### src/rtl/assert_cnt_reader.sv
`default_nettype none
// ============================================================================
//  Module      : assert_cnt_reader
//  Description : Initiator for the assertion-counter read port. It sweeps
//                NUM_CNT counter addresses, captures each returned value (or
//                a timeout pattern) into a snapshot RAM, and serves the frozen
//                snapshot through a registered host read port.
//  Revision    : 1.0 - initial release
// ============================================================================
module assert_cnt_reader #(
  parameter int          NUM_CNT     = 16,
  parameter int          SNAP_AW     = 4,
  parameter logic [31:0] ADDR_BASE   = 32'h0,
  parameter logic [31:0] ADDR_STRIDE = 32'h4,
  parameter int          TIMEOUT     = 255,
  parameter logic [31:0] TMO_PATTERN = 32'hDEADBEEF
) (
  input  logic               assert_clk,
  input  logic               assert_rst,
  input  logic               start,
  input  logic               assertion_failed,
  output logic               cnt_req,
  output logic [31:0]        cnt_addr,
  input  logic               cnt_ack,
  input  logic [31:0]        cnt_data,
  input  logic [SNAP_AW-1:0] snap_raddr,
  output logic [31:0]        snap_rdata,
  output logic               busy,
  output logic               done,
  output logic               timeout_err,
  output logic               fail_latched
);

  localparam logic [1:0] S_IDLE = 2'd0;
  localparam logic [1:0] S_REQ  = 2'd1;
  localparam logic [1:0] S_GAP  = 2'd2;
  localparam logic [1:0] S_DONE = 2'd3;

  localparam int                 SNAP_DEPTH = 1 << SNAP_AW;
  localparam logic [SNAP_AW-1:0] LAST_IDX   = SNAP_AW'(NUM_CNT - 1);
  localparam logic [15:0]        TMO_LAST   = 16'(TIMEOUT - 1);

  logic [1:0]         state;
  logic [1:0]         next_state;
  logic [SNAP_AW-1:0] idx;
  logic [15:0]        tmo_cnt;
  logic               fail_q;
  logic               snap_we;
  logic [31:0]        snap_mem [SNAP_DEPTH];

  // A sweep is launched by software or by the first cycle of a failure.
  logic fail_rise;
  logic launch;
  logic tmo_hit;
  logic rd_done;
  logic last_cnt;

  assign fail_rise = assertion_failed & ~fail_q;
  assign launch    = start | fail_rise;
  assign tmo_hit   = (tmo_cnt == TMO_LAST);
  assign rd_done   = cnt_ack | tmo_hit;
  assign last_cnt  = (idx == LAST_IDX);

  // State register.
  always_ff @(posedge assert_clk) begin
    if (assert_rst) state <= S_IDLE;
    else            state <= next_state;
  end

  // Next-state decode: a read completes on ack or on the final timeout cycle.
  always_comb begin
    next_state = state;
    case (state)
      S_IDLE:  if (launch) next_state = S_REQ;
      S_REQ:   if (rd_done) next_state = last_cnt ? S_DONE : S_GAP;
      S_GAP:   next_state = S_REQ;
      S_DONE:  next_state = S_IDLE;
      default: next_state = S_IDLE;
    endcase
  end

  // Outputs decoded from the registered state, so they are glitch-free.
  always_comb begin
    cnt_req = (state == S_REQ);
    done    = (state == S_DONE);
    busy    = (state != S_IDLE);
    snap_we = (state == S_REQ) && rd_done;
  end

  // Sweep bookkeeping: index, address, timeout counter and status flags.
  always_ff @(posedge assert_clk) begin
    if (assert_rst) begin
      idx          <= '0;
      tmo_cnt      <= '0;
      timeout_err  <= 1'b0;
      cnt_addr     <= '0;
      fail_q       <= 1'b0;
      fail_latched <= 1'b0;
    end else begin
      fail_q <= assertion_failed;
      if (assertion_failed) fail_latched <= 1'b1;
      case (state)
        S_IDLE: begin
          if (launch) begin
            idx         <= '0;
            tmo_cnt     <= '0;
            timeout_err <= 1'b0;
            cnt_addr    <= ADDR_BASE;
          end
        end
        S_REQ: begin
          if (rd_done) begin
            tmo_cnt <= '0;
            // An ack arriving in the timeout cycle still wins.
            if (!cnt_ack) timeout_err <= 1'b1;
            if (!last_cnt) begin
              idx      <= idx + SNAP_AW'(1);
              cnt_addr <= cnt_addr + ADDR_STRIDE;
            end
          end else begin
            tmo_cnt <= tmo_cnt + 16'd1;
          end
        end
        default: ;
      endcase
    end
  end

  // Snapshot RAM write; contents intentionally survive reset.
  always_ff @(posedge assert_clk) begin
    if (snap_we) snap_mem[idx] <= cnt_ack ? cnt_data : TMO_PATTERN;
  end

  // Registered host read; a same-cycle write to the read index returns old data.
  always_ff @(posedge assert_clk) begin
    if (assert_rst) snap_rdata <= '0;
    else            snap_rdata <= snap_mem[snap_raddr];
  end

endmodule
`default_nettype wire

### config.mk
export PLATFORM = sky130hd
export DESIGN_NAME = assert_cnt_reader
export DESIGN_NICKNAME = d
export VERILOG_FILES = /design/src/rtl/assert_cnt_reader.sv
export SDC_FILE = /design/constraint.sdc
export NUM_CORES = 1
export LEC_CHECK = 0
export CAP_MARGIN = 20
export CORE_MARGIN = 5
export CORE_UTILIZATION = 65
export CTS_CLUSTER_DIAMETER = 80
export DETAILED_ROUTE_END_ITERATION = 7
export DONT_BUFFER_PORTS = 1
export PLACE_DENSITY = 0.9
export SLEW_MARGIN = 10
export SYNTH_ARGS = -nofsm -noshare
export SYNTH_HDL_FRONTEND = slang
export SYNTH_SLANG_ARGS = --single-unit
### constraint.sdc
create_clock -name assert_clk -period 6.25 [get_ports assert_clk]
set_clock_uncertainty 0.15 [all_clocks]
set_input_delay 0.9375 -clock assert_clk [delete_from_list [all_inputs] [get_ports assert_clk]]
set_output_delay 0.9375 -clock assert_clk [all_outputs]
set_load 0.01 [all_outputs]
* After elaboration in Yosys (flattened, before gate mapping)
Memory sizes are Yosys's and may differ from the RTL's. A register that Yosys moved wholly into a read port is not among the register bits.
Index checks and enable logic that the tools add are counted.
** Word-level totals
- Word-level logic and storage cells :: 54
- RAM bits :: 512
- Bits of input ports :: 41
- Memories :: 1
- Bits in registers :: 57
- Output and inout port bits :: 69
** Memory list
- snap_mem :: words 16, bits a word 32, rd ports 1, clocked after memory_dff 1, write ports 1, RTL line 49 : logic [31:0] snap_mem [SNAP_DEPTH];
** Operators by class
- Reduce and logical (&&, ||, !) cells :: 8
- Mux-type cells :: 22
- Equal/unequal tests :: 9
- Add/subtract/negate cells :: 3
- Bitwise operators :: 4
** Operators with widths (number)
- $mux 32 :: 4
- $pmux 32 s2 :: 1
- $add 32x3->32 const B :: 1
- $mux 16 :: 2
- $pmux 16 s2 :: 1
- $add 16x1->16 const B :: 1
- $eq 16x8->1 const B :: 1
- $mux 4 :: 3
- $pmux 2 s4 :: 1
- $pmux 4 s2 :: 1
- $reduce_and 4->1 :: 2
- $mux 1 :: 6
- $ne 2x2->1 const B :: 3
- $add 4x1->4 const B :: 1
- $eq 2x2->1 const B :: 2
- $eq 4x4->1 const B :: 1
- $mux 2 :: 2
- $reduce_and 2->1 :: 2
- $reduce_bool 2->1 :: 2
- $eq 2x1->1 const B :: 1
- $logic_not 2->1 :: 1
- $ne 2x1->1 const B :: 1
- $or 1x1->1 :: 2
- $pmux 1 s2 :: 1
- other kinds (3) :: 3

* Depth between registers and ports, before layout
Gate-level depths: netlist of the first run.
- Depth after elaboration :: 5
- Gate-level depth with buffers :: 8

* Worst setup path before layout of the first run
OpenSTA, ideal clock, no wires.
- Path type :: input -> register
- Start :: input port cnt_ack
- End :: memory snap_mem[0][0] (enable)
- Stages :: 5
- Data required time :: 5.639 ns
- Slack :: 1.787 ns
- Arrival :: 3.852 ns
- Path through :: clkbuf_1 -> a41oi_1 -> nor2_1 -> nand2_1 -> nor3_1
** Between the ends
- Cells in the longest elaborated chain, start to end :: 4
** RTL lines
- start, declared :: RTL line 24 : input logic cnt_ack,
- $or 1x1->1 :: RTL line 61 : assign rd_done = cnt_ack | tmo_hit;
- $logic_and 1x1->1 :: RTL line 87 : snap_we = (state == S_REQ) && rd_done;
- $mux 1 (2 in series) :: RTL line 131 : if (snap_we) snap_mem[idx] <= cnt_ack ? cnt_data : TMO_PATTERN;
- end, declared :: RTL line 49
No other way between the ends.

* Final worst setup path of the first run
- Start :: register tmo_cnt[0]
- End :: memory snap_mem[8][30] (enable)
** Between the ends
- Cells in the longest elaborated chain, start to end :: 5
** RTL lines
- start, declared :: RTL line 46 : logic [15:0] tmo_cnt;
- start signal, assigned :: RTL line 121 : tmo_cnt <= tmo_cnt + 16'd1;
- $eq 16x8->1 :: RTL line 60 : assign tmo_hit = (tmo_cnt == TMO_LAST);
- $or 1x1->1 :: RTL line 61
- $logic_and 1x1->1 :: RTL line 87
- $mux 1 (2 in series) :: RTL line 131
No other way between the ends.

==> results of run 1 <==
[sequential cells by signal, indices dropped and copies added, names as in the netlist]
name          count
cnt_addr         30
fail_latched      1
fail_q            1
idx               4
snap_mem        512
snap_rdata       32
state             2
timeout_err       1
tmo_cnt          16
[critical path, stage by stage (launching register included)]
cell	delay, ns
dfxtp_1	0.34
inv_1	0.08
ha_1	0.13
nor4b_2	0.30
a41oi_1	0.28
nor2_1	0.33
nand2_1	0.31
nor2_4	0.95
[per-stage QoR]
| step | total power, mW | worst slack (ns) |
|---|---|---|
| 2_1_floorplan | 4.78 | 1.79 |
| 3_3_place_gp | 4.80 | 3.07 |
| 3_5_place_dp | 4.82 | 2.91 |
| 4_1_cts | 8.15 | 2.84 |
| 5_1_grt | 8.39 | 2.74 |
| 6_report | 8.15 | 2.95 |
[where the power goes]
group / switching, mW / internal (mW)
registers: 0.0360 / 4.39
clock network: 1.48 / 1.92
logic: 0.174 / 0.153
[cells by family after synthesis]
kind of cell | share of synthesized area, %
XOR/XNOR | 0.376
other | 0.0161
multiplexers | 15.5
AND/OR/NAND/NOR | 6.00
buffers and inverters | 1.33
flip-flops | 73.4
adder cells (fa/ha/maj) | 0.376
AO/OA/AOI/OAI | 2.96
[cell usage after synthesis (2+ instances only)]
master / count
nor4_4: 2
nor3_1: 15
o211a_1: 2
and4_1: 7
dfxtp_1: 87
o21ai_0: 17
a31oi_1: 10
a21o_1: 2
a41o_1: 2
nor2_1: 47
edfxtp_1: 512
ha_1: 7
buf_2: 18
buf_4: 5
inv_1: 8
nand4b_1: 4
a41oi_1: 6
a311oi_1: 3
buf_1: 4
or3_1: 3
a21oi_1: 26
nand4_1: 13
and2_1: 13
nor2b_1: 33
mux4_2: 160
nand3_1: 20
o31ai_1: 9
nor4_1: 3
a2bb2oi_1: 2
o211ai_1: 2
nand2b_1: 27
xnor2_1: 7
clkbuf_1: 33
xor2_1: 3
clkbuf_2: 2
and3_1: 8
nand2_1: 39
a211oi_1: 5
a21oi_2: 2
or4_1: 7
[cell type report]
cell class | count | area share (%)
multi-input combinational | 528 | 23.2
timing repair buffer | 18 | 1.06
sequential | 599 | 66.3
clock buffer | 74 | 6.21
tap | 461 | 2.23
antenna | 2 | 0.0194
inverter | 9 | 0.131
clock inverter | 29 | 0.824
[worst paths after layout]
path	startpoint	end	slack, ns	cells past startpoint
setup / recovery	tmo_cnt[0]	snap_mem[8][30]	2.95	7
hold / removal	assert_rst	cnt_addr[10]	0.25	1
setup reg to reg	tmo_cnt[0]	snap_mem[8][30]	2.95	7
hold reg to reg	tmo_cnt[15]	tmo_cnt[15]	0.35	1
[cells in the final DEF, fill, tap and decap left out, types with 14 or more instances in the layout]
cell type	netlist	layout
edfxtp_1	512	512
mux4_2	160	160
dfxtp_1	87	87
clkbuf_16	0	59
nand2_1	39	39
nor2_1	47	35
nor2b_1	33	33
nand2b_1	27	27
a21oi_1	26	26
nand3_1	20	20
o21ai_0	17	17
clkinv_2	0	14
[layer usage]
metal	vias up	track usage (%)
met5	-	0
met4	0	9.13
met3	112	4.62
met2	711	46.4
met1	6293	35.7
li1	4928	-
==> results.cfg, run 1 <==
[synth]
synth.distinct_cells = 62
synth_area_per_cell_um2 = 19.5
synth_top_area_share_pct = 66.0
synth-main-ff-cell = edfxtp_1
ys_seq_elements = 599
synthCells = 1197
syn_area_mm2 = 0.0233
yosysTopAreaCell = edfxtp_1
synthTopCellsByArea = edfxtp_1 66%, mux4_2 15%, dfxtp_1 7.5%
ys_warn_count = 0
synthArstFlopShare_pct = 0
ys_seq_area_share_pct = 73.4
synth_edf_count = 512

[clock_tree]
path_clk_slew_ns = 0.07
post_cts_buffers = 0
clock_path_buffers = 3
cts_sinks = 599
cts_tree = yes
cts_resized = 0
worstSkewPairLatency_ns = 0.60
postCtsHoldBufs = 0
cts-root-buf = clkbuf_16
cts-buffers-inserted = 55
cts_htree_levels = 2

[critical_path]
worst_setup_path_start_kind = register
path_max_fanout = 32
cp-end-kind = register
worstPathRequired_ns = 6.30
cp.arrival_ns = 3.36
crit_type = register to register

[placed_design]
place.gp.congestion = 0.850
place_hpwl_mm = 28.6
io_buffers = 0
place_inst = 1607
dpl_cell_area_mm2 = 0.0238

[routing]
drt_iter0_markers = 1266
met2_length_mm = 28.9
wl_mm = 54.7
drc = 0
wire_per_inst_um = 31.8
drt_first_pass_iters = 5
antenna_left = 0
wl_met1_mm = 19.5
vias = 12000
met3_length_mm = 4.28
highest_layer = met4
via_per_inst = 7.00

[global_routing]
grt_pass1_wl_mm = 78.4
grt_overflow = 0
grt_max_degree = 129
grt_pass1_vias = 12300
grtUsageTotal_pct = 26.9
antenna_found_initial = 2

[die]
die-area_mm2 = 0.0397
die_h_um = 199
core-area_mm2 = 0.0355
dieWidth_um = 199
rows = 69
ios = 110
start_util_pct = 65.7

[final_layout]
n_fill_cell = 1945
seqCellArea_mm2 = 0.0171
fin_cells = 1720
synthToLayoutAreaGrowth_pct = 10.8
nNetsFinal = 1259
multi_input_area_mm2 = 0.00599
layout-drive-gt1-share_pct = 23.5
final_core_util_pct = 72.8
design_area_mm2 = 0.0258

[timing]
worst_pin_slew_ns = 1.18
hold_violations = 0
finalCritPeriodShare_pct = 52.9
min_period_ns = 3.30
tns_ns = 0
hold_ws_ns = 0.251
slew_violations = 0
max-slew-margin-rel_pct = 21.1
fmax_mhz = 303
setup-violations-final = 0
rsz0062_at_grt = no

[power]
vdd_drop_max_mv = 0.284
p_leak_nw = 8.08
p_per_area_mw_per_mm2 = 316

[worst_hold_path]
hold_path.class = primary input to register

[outcome]
status = completed

[run]
cap_violations = 0
Power figures use the tool's default switching activity.
==> run 2, diff against run 1 <==
- ABC_AREA: not set -> 1
- CORE_UTILIZATION: 65 -> 63
- PLACE_DENSITY: 0.9 -> 0.88
- clock period: 6.25 -> 3.1 ns (I/O delays scaled with it)
==> run 2 against run 1 <==
Via count grew 41%. Non-clock buffer count rose by 28. Clock-buffer cell count shrank 6. Sequential power up 100%. Die area increased by 8.1%. Synthesized cell count rose by 82%. Global-route usage hardly changed. Sequential share of layout area decreased by 3.2 points. Hold slack worse by 0.21 ns. Flip-flop and latch count did not move. Critical path type unchanged. Largest cell class unchanged. Highest routed layer is now met5.
==> results.cfg, run 2 <==
[outcome]
status = completed

[routing]
drt_first_pass_iters = 5
via_per_inst = 6.24
wl_mm = 59.5
antenna_left = 0
wire_per_inst_um = 21.8
drt_iter0_markers = 2196
vias = 17000
drc = 0

[timing]
min_period_ns = 2.70
setup-violations-final = 0
slew_violations = 0
fmax_mhz = 370
worst_pin_slew_ns = 0.806
hold_violations = 0
finalCritPeriodShare_pct = 87.2
rsz0062_at_grt = no
max-slew-margin-rel_pct = 46.2

[clock_tree]
clock_path_buffers = 3
cts-buffers-inserted = 57
post_cts_buffers = 0
cts-root-buf = clkbuf_16
cts_htree_levels = 2
worstSkewPairLatency_ns = 0.61
cts_sinks = 599
path_clk_slew_ns = 0.06
cts_tree = yes

[global_routing]
grt_max_degree = 258
antenna_found_initial = 8
grtUsageTotal_pct = 26.9
grt_overflow = 0
grt_pass1_wl_mm = 92.1
grt_pass1_vias = 16600

[critical_path]
crit_top_cell = nand2_1
crit_chain = inv_1, ha_1, nand2_1, nor2_1, nand2_1, nand2_1, nand2_1, inv_1, nand2_1, nor2_4, buf_4
worstPathRequired_ns = 3.20
cp.arrival_ns = 2.80
worstReg2RegStart = tmo_cnt[0]
r2r_cells = 11
max_stage_delay_ns = 0.43
slowest_stage = buf_4
r2r-end = snap_mem[14][21]
cp-end-kind = register
crit_type = register to register
rrSetupSlack_ns = 0.40
path_max_fanout = 23
worst_setup_path_start_kind = register

[synth]
synthTopCellsByArea = edfxtp_1 63%, nor2_1 7.3%, dfxtp_1 7.1%
synth-main-ff-cell = edfxtp_1
yosysTopAreaCell = edfxtp_1
ys_seq_elements = 599
synth_commonest_cells = 512 x edfxtp_1, 478 x nor2_1, 241 x o21ai_0
syn_area_mm2 = 0.0245
synth.most_common_cell = edfxtp_1
ys_warn_count = 0
synth_top_area_share_pct = 62.7
synth.distinct_cells = 38
synthCells = 2182
synth_area_per_cell_um2 = 11.2
synthArstFlopShare_pct = 0
ys_seq_area_share_pct = 69.8
synth_edf_count = 512

[final_layout]
mostFrequentLayoutCell = edfxtp_1
final_core_util_pct = 70.3
seqCellArea_mm2 = 0.0171
top_regs = snap_mem x512, snap_rdata x32, cnt_addr x30
n_fill_cell = 2437
top_register = snap_mem
multi_input_area_mm2 = 0.00646
nNetsFinal = 2207
final_cell_mix = 512 x edfxtp_1, 466 x nor2_1, 241 x o21ai_0
largest_reg_flops = 512
synthToLayoutAreaGrowth_pct = 10.6
layout-drive-gt1-share_pct = 8.20

[worst_hold_path]
min_to = snap_rdata[30]
hold_depth = 3
hold_path.class = primary input to register
holdCritStartpoint = snap_raddr[2]

[power]
p_int_mw = 13.2
swShare_pct = 22.2
p_sw_mw = 3.75
p_per_area_mw_per_mm2 = 624
finalPower_mw = 16.9
clockPowerShare_pct = 41.3
comb_power_share_pct = 5.6
p_leak_nw = 9.16
vdd_drop_max_mv = 0.464
seq_power_share_pct = 53.1

[die]
ios = 110
rows = 72
dieWidth_um = 207
core-area_mm2 = 0.0386
die-area_mm2 = 0.0430
start_util_pct = 63.6
die_h_um = 207

[run]
cap_violations = 0

[placed_design]
place_hpwl_mm = 30.4
io_buffers = 0
place.gp.congestion = 0.865
[run 2: changes by cell type in the layout (fill, tap and decap cells not counted), sizes merged, moves of 24 or more]
cell    delta
nand2b    -28
nand3     +83
buf       +24
mux4     -160
nor2     +432
inv      +109
or2       +24
nor2b     -33
o211ai   +126
nand2    +181
o21ai    +252
[run 2: worst max path at each step]
| stage | startpoint | endpoint | slack [ns] |
|---|---|---|---|
| after floorplan | cnt_ack | snap_mem[11][0] | -0.81 |
| after global placement | tmo_cnt[0] | snap_mem[6][10] | 0.55 |
| after detailed placement | tmo_cnt[0] | snap_mem[5][15] | 0.47 |
| after CTS | tmo_cnt[0] | snap_mem[6][8] | 0.45 |
| after global routing | tmo_cnt[0] | snap_mem[5][10] | 0.25 |
| final | tmo_cnt[0] | snap_mem[14][21] | 0.40 |
[run 2: logic make-up after synthesis]
group | share of synthesized area [%]
adder cells (fa/ha/maj) | 0.357
AO/OA/AOI/OAI | 10.6
AND/OR/NAND/NOR | 14.7
buffers and inverters | 4.35
flip-flops | 69.8
XOR/XNOR | 0.250
other | 0.0153
[run 2: area by class of cell]
| type | count | share of cell area, % |
|---|---|---|
| flip-flops and latches | 599 | 63.1 |
| multi-input cells | 1340 | 23.8 |
| clock buffers | 68 | 5.45 |
| well taps | 518 | 2.39 |
| repair buffers | 46 | 2.08 |
| inverters | 115 | 1.61 |
| clock inverters | 40 | 1.50 |
| diodes | 3 | 0.0277 |
[run 2: power by group through the flow]
stage               clock, mW  sequential (mW)  combinational [mW]
finish                   6.98             8.98               0.946
global route             7.39             8.99                1.05
CTS                      7.00             8.99               0.938
detailed placement          0             9.15               0.869
global placement            0             9.15               0.820
floorplan                   0             9.12               0.725
[run 2: stage by stage]
stage | setup TNS (ns) | cell area [um^2] | setup slack [ns] | std cells | hold WS (ns)
after global placement | 0 | 25100 | 0.552 | 2611 | 0.330
final | 0 | 27100 | 0.397 | 2729 | 0.0456
after global routing | 0 | 27100 | 0.253 | 2728 | 0.0411
after CTS | 0 | 27100 | 0.447 | 2726 | 0.000376
after detailed placement | 0 | 25100 | 0.473 | 2611 | 0.339
after floorplan | -77.59 | 24600 | -0.808 | 2183 | 0.319
[run 2: critical path, delay by kind of cell, from the launching register on]
kind	cells	cell delay [ns]
and+or+nand+nor	7	1.00
adders and majority gates	1	0.15
DFF	1	0.34
buffers and inverters	3	0.68
[run 2: per-layer routing]
| metal | share of wire (%) | GRT usage [%] |
|---|---|---|
| met5 | 0.10 | 0 |
| met4 | 3.1 | 9.23 |
| met3 | 12 | 6.76 |
| met2 | 49 | 44.2 |
| met1 | 36 | 35.6 |
[run 2: timing repair]
item | CTS | global route
hold endpoints to repair | 42 | 0
resized for setup | 0 | 0
hold buffers | 7 | 0
==> run 3, diff against run 2 <==
- REMOVE_ABC_BUFFERS: not set -> 1
==> run 3 against run 2 <==
Setup slack got worse by 0.063 ns. Non-clock buffer count decreased by 4. Hold slack got worse by 0.028 ns. Total power decreased by 1.3%. Critical path type unchanged. Critical endpoint is now snap_mem[13][4]. Largest power group unchanged. Highest routed layer is now met4.
==> results.cfg, run 3 (same netlist as run 2, synthesis figures left out) <==
[critical_path]
crit_type = register to register
worst_setup_path_start_kind = register
cp.arrival_ns = 2.85
max_stage_delay_ns = 0.46
path_max_fanout = 25
cp-end-kind = register
slowest_stage = buf_4
crit_chain = ha_1, nand2_1, nor2_1, nand2_1, nand2_1, nand2_1, inv_1, nand2_1, nor2_4, buf_4
crit_top_cell = nand2_1
rrSetupSlack_ns = 0.33
worstPathRequired_ns = 3.18

[routing]
wl_mm = 59.7
drc = 0
via_per_inst = 6.30
drt_first_pass_iters = 6
antenna_left = 0
vias = 17100
drt_iter0_markers = 2406
wire_per_inst_um = 21.9

[final_layout]
n_fill_cell = 2487
diodes = 0
mostFrequentLayoutCell = edfxtp_1
top_register = snap_mem
final_cell_mix = 512 x edfxtp_1, 466 x nor2_1, 241 x o21ai_0
top_regs = snap_mem x512, snap_rdata x32, cnt_addr x30
nNetsFinal = 2202
largest_reg_flops = 512
layout-drive-gt1-share_pct = 8.13
seqCellArea_mm2 = 0.0171
synthToLayoutAreaGrowth_pct = 9.95
multi_input_area_mm2 = 0.00646

[global_routing]
top_usage_layer = met2
met2_usage_pct = 45.0
grt_use_met1_pct = 35.3
grt_pass1_wl_mm = 92.6
grtUsageTotal_pct = 27.0
grt_pass1_vias = 16700
antenna_found_initial = 0
grt_overflow = 0
use_met3_pct = 6.24
grt_max_degree = 258

[timing]
tns_ns = 0
fmax_mhz = 362
worst_pin_slew_ns = 0.978
rsz0062_at_grt = no
finalCritPeriodShare_pct = 89.2
setup-violations-final = 0
hold_violations = 0
min_period_ns = 2.77
slew_violations = 0
max-slew-margin-rel_pct = 34.6

[die]
dieWidth_um = 207
die-area_mm2 = 0.0430
ios = 110
core-area_mm2 = 0.0386
start_util_pct = 63.6
die_h_um = 207
rows = 72

[clock_tree]
clock_path_buffers = 3
cts-root-buf = clkbuf_16
worstSkewPairLatency_ns = 0.60
cts_sinks = 599
cts_htree_levels = 2
cts_tree = yes
cts_resized = 0
cts-buffers-inserted = 56
path_clk_slew_ns = 0.07

[placed_design]
place_hpwl_mm = 31.9
io_buffers = 0
place.gp.congestion = 0.884

[worst_hold_path]
hold_path.class = primary input to register

[power]
p_per_area_mw_per_mm2 = 619
p_leak_nw = 9.10
finalPower_mw = 16.7
vdd_drop_max_mv = 0.381

[outcome]
status = completed

[run]
cap_violations = 0
[run 3: cell types whose count changed in the layout (fill, tap and decap cells not counted), moves of 3 or more]
cell,delta
clkinv_1,-5
diode_2,-3
bufinv_16,-3
buf_12,-4
[run 3: timing repair]
action / CTS / global route
buffers inserted: 0 / 0
hold buffers: 7 / 0
hold endpoints to repair: 42 / 0
[run 3: area by class of cell]
type | instances | share of cell area (%)
multi-input combinational | 1340 | 24.0
inverter | 115 | 1.62
clock inverter | 36 | 1.16
timing repair buffer | 42 | 1.80
clock buffer | 70 | 5.58
tap | 518 | 2.40
sequential | 599 | 63.5
[run 3: worst paths after layout]
path | start | endpoint | cells after the start
worst max-delay path | tmo_cnt[1] | snap_mem[13][4] | 10
worst min-delay path | snap_raddr[2] | snap_rdata[2] | 3
worst min register to register | tmo_cnt[15] | tmo_cnt[15] | 2
worst max register to register | tmo_cnt[1] | snap_mem[13][4] | 10
[run 3: per-layer routing]
layer	up-vias	share of wire, %	routed length (um)
met4	0	3.4	2020
met3	170	12	7300
met5	-	0	0
met2	1199	49	29200
li1	7614	-	-
met1	8159	36	21200
[run 3: worst max-delay path: cells and delay by family (launching register included)]
| family | cells | cell delay, ns |
|---|---|---|
| simple gates | 7 | 1.00 |
| fa+ha+maj | 1 | 0.18 |
| buf+inv | 2 | 0.63 |
| flops | 1 | 0.41 |
[run 3: metrics by stage]
step	util [%]	std cells	hold WS, ns	setup WS, ns	instance area (um^2)
finish	69.9	2720	0.0179	0.334	27000
global route	69.9	2720	0.0291	0.147	27000
CTS	69.9	2720	0.000178	0.383	27000
detailed placement	65.0	2607	0.339	0.440	25100
global placement	65.0	2607	0.330	0.538	25100
floorplan	-	2054	0.316	-0.683	23900
[run 3: power breakdown]
part           leakage (nW)  switching, mW  internal [mW]
Sequential             5.28          0.113           8.87
Combinational          2.93          0.664          0.277
Clock                 0.884           2.96           3.80
